$ cat src/rtl/autosa_out_round_sat_pipe.sv
// -----------------------------------------------------------------------------
// autosa_out_round_sat_pipe
//
// Purpose: rounds the output of the unsigned shift-right-with-saturation stage
// (integer part plus fraction bits) using a configurable rounding mode. It then
// narrows the result to OUT_WIDTH with unsigned saturation. This is a two-stage
// valid/ready pipeline that sustains one transfer per cycle. A sticky
// saturation-event counter is provided for performance monitoring.
//
// Ports:
//   autosa_core_clk   core clock
//   autosa_core_rstn  asynchronous active-low reset
//   in_pvld/in_prdy   input handshake
//   in_data           shifted integer part (unsigned, IN_WIDTH)
//   in_frac           fraction bits, MSB weighs 0.5 (FRAC_WIDTH)
//   cfg_rnd_mode      0 truncate, 1 half-up, 2 half-even, 3 truncate
//   cfg_cnt_clr       synchronous clear of sat_cnt (wins over increment)
//   out_pvld/out_prdy output handshake
//   out_data          rounded, saturated result (OUT_WIDTH)
//   out_sat           this output saturated
//   sat_cnt           saturated outputs transferred, sticks at all ones
// -----------------------------------------------------------------------------
module autosa_out_round_sat_pipe #(
    parameter int IN_WIDTH   = 32,
    parameter int FRAC_WIDTH = 35,
    parameter int OUT_WIDTH  = 16,
    parameter int CNT_WIDTH  = 32
) (
    input  logic                  autosa_core_clk,
    input  logic                  autosa_core_rstn,
    input  logic                  in_pvld,
    output logic                  in_prdy,
    input  logic [IN_WIDTH-1:0]   in_data,
    input  logic [FRAC_WIDTH-1:0] in_frac,
    input  logic [1:0]            cfg_rnd_mode,
    input  logic                  cfg_cnt_clr,
    output logic                  out_pvld,
    input  logic                  out_prdy,
    output logic [OUT_WIDTH-1:0]  out_data,
    output logic                  out_sat,
    output logic [CNT_WIDTH-1:0]  sat_cnt
);

    // Rounded sum is one bit wider than the input, so the increment never wraps.
    function automatic logic [IN_WIDTH:0] round_sum(
        input logic [IN_WIDTH-1:0]   data,
        input logic [FRAC_WIDTH-1:0] frac,
        input logic [1:0]            mode
    );
        logic half;
        logic sticky;
        logic inc;
        half   = frac[FRAC_WIDTH-1];
        sticky = |frac[FRAC_WIDTH-2:0];
        case (mode)
            2'd1:    inc = half;
            2'd2:    inc = half & (sticky | data[0]);
            default: inc = 1'b0;
        endcase
        return {1'b0, data} + {{IN_WIDTH{1'b0}}, inc};
    endfunction

    // Returns {sat, narrowed_data}.
    function automatic logic [OUT_WIDTH:0] sat_narrow(input logic [IN_WIDTH:0] sum);
        logic sat;
        sat = |sum[IN_WIDTH:OUT_WIDTH];
        return sat ? {1'b1, {OUT_WIDTH{1'b1}}} : {1'b0, sum[OUT_WIDTH-1:0]};
    endfunction

    logic                 vld_p1_q, vld_p1_d;
    logic [IN_WIDTH:0]    sum_p1_q, sum_p1_d;
    logic                 vld_p2_q, vld_p2_d;
    logic [OUT_WIDTH-1:0] data_p2_q, data_p2_d;
    logic                 sat_p2_q, sat_p2_d;
    logic [CNT_WIDTH-1:0] sat_cnt_q, sat_cnt_d;
    logic                 adv_p1, adv_p2;
    logic                 sat_xfer;

    assign adv_p2   = !vld_p2_q || out_prdy;
    assign adv_p1   = !vld_p1_q || adv_p2;
    assign in_prdy  = adv_p1;
    assign out_pvld = vld_p2_q;
    assign out_data = data_p2_q;
    assign out_sat  = sat_p2_q;
    assign sat_cnt  = sat_cnt_q;
    assign sat_xfer = vld_p2_q && out_prdy && sat_p2_q;

    always_comb begin
        vld_p1_d  = vld_p1_q;
        sum_p1_d  = sum_p1_q;
        vld_p2_d  = vld_p2_q;
        data_p2_d = data_p2_q;
        sat_p2_d  = sat_p2_q;
        sat_cnt_d = sat_cnt_q;

        // Stage 1: round on input transfer; the mode is sampled only here.
        if (adv_p1) begin
            vld_p1_d = in_pvld;
            if (in_pvld) begin
                sum_p1_d = round_sum(in_data, in_frac, cfg_rnd_mode);
            end
        end

        // Stage 2: saturate and narrow; a draining stage refills on the same edge.
        if (adv_p2) begin
            vld_p2_d = vld_p1_q;
            if (vld_p1_q) begin
                {sat_p2_d, data_p2_d} = sat_narrow(sum_p1_q);
            end
        end

        if (cfg_cnt_clr) begin
            sat_cnt_d = '0;
        end else if (sat_xfer && !(&sat_cnt_q)) begin
            sat_cnt_d = sat_cnt_q + 1'b1;
        end
    end

    always_ff @(posedge autosa_core_clk or negedge autosa_core_rstn) begin
        if (!autosa_core_rstn) begin
            vld_p1_q  <= 1'b0;
            sum_p1_q  <= '0;
            vld_p2_q  <= 1'b0;
            data_p2_q <= '0;
            sat_p2_q  <= 1'b0;
            sat_cnt_q <= '0;
        end else begin
            vld_p1_q  <= vld_p1_d;
            sum_p1_q  <= sum_p1_d;
            vld_p2_q  <= vld_p2_d;
            data_p2_q <= data_p2_d;
            sat_p2_q  <= sat_p2_d;
            sat_cnt_q <= sat_cnt_d;
        end
    end

endmodule

$ cat config.mk
export PLATFORM = sky130hd
export DESIGN_NAME = autosa_out_round_sat_pipe
export DESIGN_NICKNAME = d
export VERILOG_FILES = /design/src/rtl/autosa_out_round_sat_pipe.sv
export SDC_FILE = /design/constraint.sdc
export NUM_CORES = 1
export LEC_CHECK = 0
export ABC_AREA = 1
export BUFFER_PORTS_ARGS = -buffer_cell sky130_fd_sc_hd__buf_2
export CAP_MARGIN = 20
export CORE_MARGIN = 4
export CORE_UTILIZATION = 45
export CTS_BUF_LIST = sky130_fd_sc_hd__clkbuf_16
export CTS_CLUSTER_SIZE = 16
export DETAILED_ROUTE_END_ITERATION = 8
export PLACE_DENSITY = 0.68
export SYNTH_ARGS = -nofsm -noshare
export SYNTH_HDL_FRONTEND = slang
export SYNTH_SLANG_ARGS = --single-unit
$ cat constraint.sdc
create_clock -name autosa_core_clk -period 2.3 [get_ports autosa_core_clk]
set_clock_uncertainty 0.2 [all_clocks]
set_input_delay 0.46 -clock autosa_core_clk [delete_from_list [all_inputs] [get_ports autosa_core_clk]]
set_output_delay 0.46 -clock autosa_core_clk [all_outputs]
set_load 0.01 [all_outputs]
==> results.json <==
{
  "vias_per_cell": 5.00,
  "drc": 0,
  "synth-seq-cells": 84,
  "cap_violations": 0,
  "ys_types": 33,
  "p_leak_uw": 0.00334,
  "start_util": 0.458,
  "cts-root-buf": "clkbuf_16",
  "crit_path_end_kind": "flip-flop",
  "clock_latency_ns": 0.34,
  "syn_area_per_cell_um2": 6.67,
  "synth_fp_nets": 860,
  "final_core_util": 0.583,
  "cts_made_buffers": 9,
  "gp_congestion": 0.948,
  "fmax_mhz": 471,
  "dp_hpwl_mm": 11.8,
  "grt_overflow_total": 0,
  "drtIter0Drc": 426,
  "min_path_cells": 2,
  "hold_viol": 0,
  "dieArea_mm2": 0.0134,
  "seqCellArea_mm2": 0.00210,
  "reg2reg_from": "sat_cnt[0]",
  "cts_max_level": 3,
  "area_growth_pct": 27.1,
  "wirelength_mm": 15.1,
  "io_buffer_count": 124,
  "yosysSeqAreaShare": 0.403,
  "slew_headroom": 0.549,
  "die_w_um": 116,
  "diodes": 0,
  "cts_tree": "done",
  "wire_per_inst_um": 13.7,
  "fin_crit_ns": 2.12,
  "critPathMaxFanout": 5,
  "antenna_found_initial": 0,
  "ant_nets": 0,
  "grt_start_max_net_pins": 40,
  "clkSinkCount": 84,
  "fin_crit_sh": 0.922,
  "grt_pass1_wl_mm": 25.1,
  "fill_cells": 1107,
  "grt_pass1_vias": 5341,
  "path_class": "in -> reg",
  "cp.required_ns": 2.38,
  "timing.final.ws_setup_ns": 0.179,
  "via_count": 5501,
  "synthesis.area_mm2": 0.00521,
  "startpoint_type": "input pin",
  "worstMarginPinSlew_ns": 0.675,
  "vdd_drop_max_mv": 0.337,
  "rows": 39,
  "grtUsageMet2": 0.390,
  "synth_cells": 781,
  "multi_input_area_mm2": 0.00284,
  "fp.dieH_um": 116,
  "slew_violations": 0,
  "pre_cts_slack_ns": -0.190,
  "hp-class": "in -> reg",
  "layout.nets": 1031,
  "critPathLaunch": "cfg_rnd_mode[0]",
  "clk_pin_slew_ns": 0.07,
  "use_met3": 0.0413,
  "dr.pass1.iters": 6,
  "setup_viol": 0,
  "min_from": "cfg_cnt_clr",
  "busiest_layer": "met2",
  "yosys_warnings": 0,
  "rsz0062_at_grt": "false",
  "clk_path_buf_depth": 2,
  "ios": 125,
  "outcome": "finished, final reports clean",
  "fp.coreArea_mm2": 0.0114,
  "critPathArrivalTime_ns": 2.20,
  "power.density_mw_per_mm2": 577,
  "drive_above_1_share": 0.223,
  "track_usage": 0.235,
  "met1_usage": 0.312,
  "r2r.worst_path.cells": 8
}
==> per-layer routing <==
metal  up-vias  part of all wire
met5         -                 0
met1      2483              0.44
met4         0             0.022
met3        21             0.063
li1       2817                 -
met2       180              0.47
==> placed cells by master (no fill, tap or decap), drive strengths merged, types with 4 or more instances in the layout <==
master	netlist	routed
nand2	311	311
xor2	12	12
a21oi	4	4
nand3b	4	4
o21ai	24	24
xnor2	11	11
dfrtp	84	84
or2	6	6
buf	7	174
nor2	156	156
nand3	50	50
clkbuf	8	9
ha	5	5
inv	53	56
clkinvlp	0	4
a31oi	6	6
nor3	6	6
nand4	27	27
==> registers in the layout, indices dropped and copies added (netlist names) <==
signal	cells
sat_cnt	32
out_data	16
vld_p1_q	1
out_pvld	1
sum_p1_q	33
out_sat	1
==> where the power goes <==
group	switching, uW	total (uW)	leakage [uW]	internal, uW
Sequential	106	1750	0.00104	1640
Combinational	432	690	0.00217	258
Clock	644	1380	0.000126	736
==> worst paths after layout <==
path / end / slack (ns)
min in group asynchronous: sat_cnt[3] / 0.41
min reg2reg: sum_p1_q[3] / 0.28
max: sum_p1_q[17] / 0.18
min: sat_cnt[17] / 0.18
max in group asynchronous: sat_cnt[21] / 0.90
max reg2reg: sat_cnt[11] / 0.26
==> cells by family (layout without fill, tap and decap cells) <==
| kind of cell | count (synthesis) | count (layout) | synth area share |
|---|---|---|---|
| compound gates | 37 | 37 | 0.0391 |
| buf+inv | 69 | 245 | 0.0555 |
| fa+ha+maj | 5 | 5 | 0.0120 |
| xor+xnor | 23 | 23 | 0.0387 |
| flops | 84 | 84 | 0.403 |
| simple gates | 563 | 563 | 0.451 |
==> cell type report <==
type | instances | area share
multi-input cells | 628 | 0.428
flip-flops and latches | 84 | 0.317
repair buffers | 175 | 0.154
clock buffers | 9 | 0.0340
inverters | 54 | 0.0314
well taps | 143 | 0.0270
clock inverters | 7 | 0.00774
==> critical path, cell delays in order <==
cell      delay, ns
buf_2          0.09
inv_1          0.04
ha_1           0.27
inv_1          0.05
nand2_1        0.04
nor2_1         0.14
ha_1           0.21
inv_1          0.05
nor2_1         0.16
nand2_2        0.11
nor2_1         0.12
buf_4          0.16
inv_1          0.04
o21bai_1       0.12
nand3_1        0.09
nand2_1        0.07
==> through the flow <==
step	hold WS (ns)	cell area [um2]	power, uW	std cells	setup TNS (ns)
2_1_floorplan	-0.0356	5210	2140	781	0
3_3_place_gp	0.237	6320	2460	1083	-1.66
3_5_place_dp	0.238	6320	2470	1083	-2.73
4_1_cts	0.162	6610	3840	1100	0
5_1_grt	0.182	6620	4000	1100	0
6_report	0.176	6620	3820	1100	0
==> Yosys cell counts <==
cell,count,share of area
buf_2,2,0.0019
o21bai_1,2,0.0029
nor3_1,6,0.0058
nand2_2,2,0.0024
nand4_1,27,0.032
nand2_1,306,0.22
or2_2,6,0.0072
nor4_1,2,0.0024
buf_8,2,0.0058
nor2_4,2,0.0043
o21ai_1,1,0.00096
xnor2_1,11,0.018
a21oi_2,1,0.0017
inv_2,2,0.0014
nand3b_1,4,0.0058
nand3_1,50,0.048
a31oi_1,6,0.0072
dfrtp_1,84,0.40
o21ai_0,23,0.022
clkinv_1,1,0.00072
a21oi_1,3,0.0029
buf_1,3,0.0022
inv_6,1,0.0017
nor2_1,151,0.11
nor2_8,1,0.0038
xor2_1,12,0.020
ha_1,5,0.012
o31ai_1,1,0.0014
nand2_4,3,0.0065
and2_0,1,0.0012
clkbuf_1,8,0.0058
nor2_2,2,0.0024
inv_1,50,0.036
==> repair_timing <==
| action | in CTS | in global routing |
|---|---|---|
| hold buffers | 1 | 0 |
| setup buffers | 0 | 0 |
| resized for setup | 1 | 4 |
| setup endpoints to repair | 22 | 7 |
| endpoints found under the hold margin | 29 | 0 |
No activity file was read; power rests on OpenSTA's default activity.
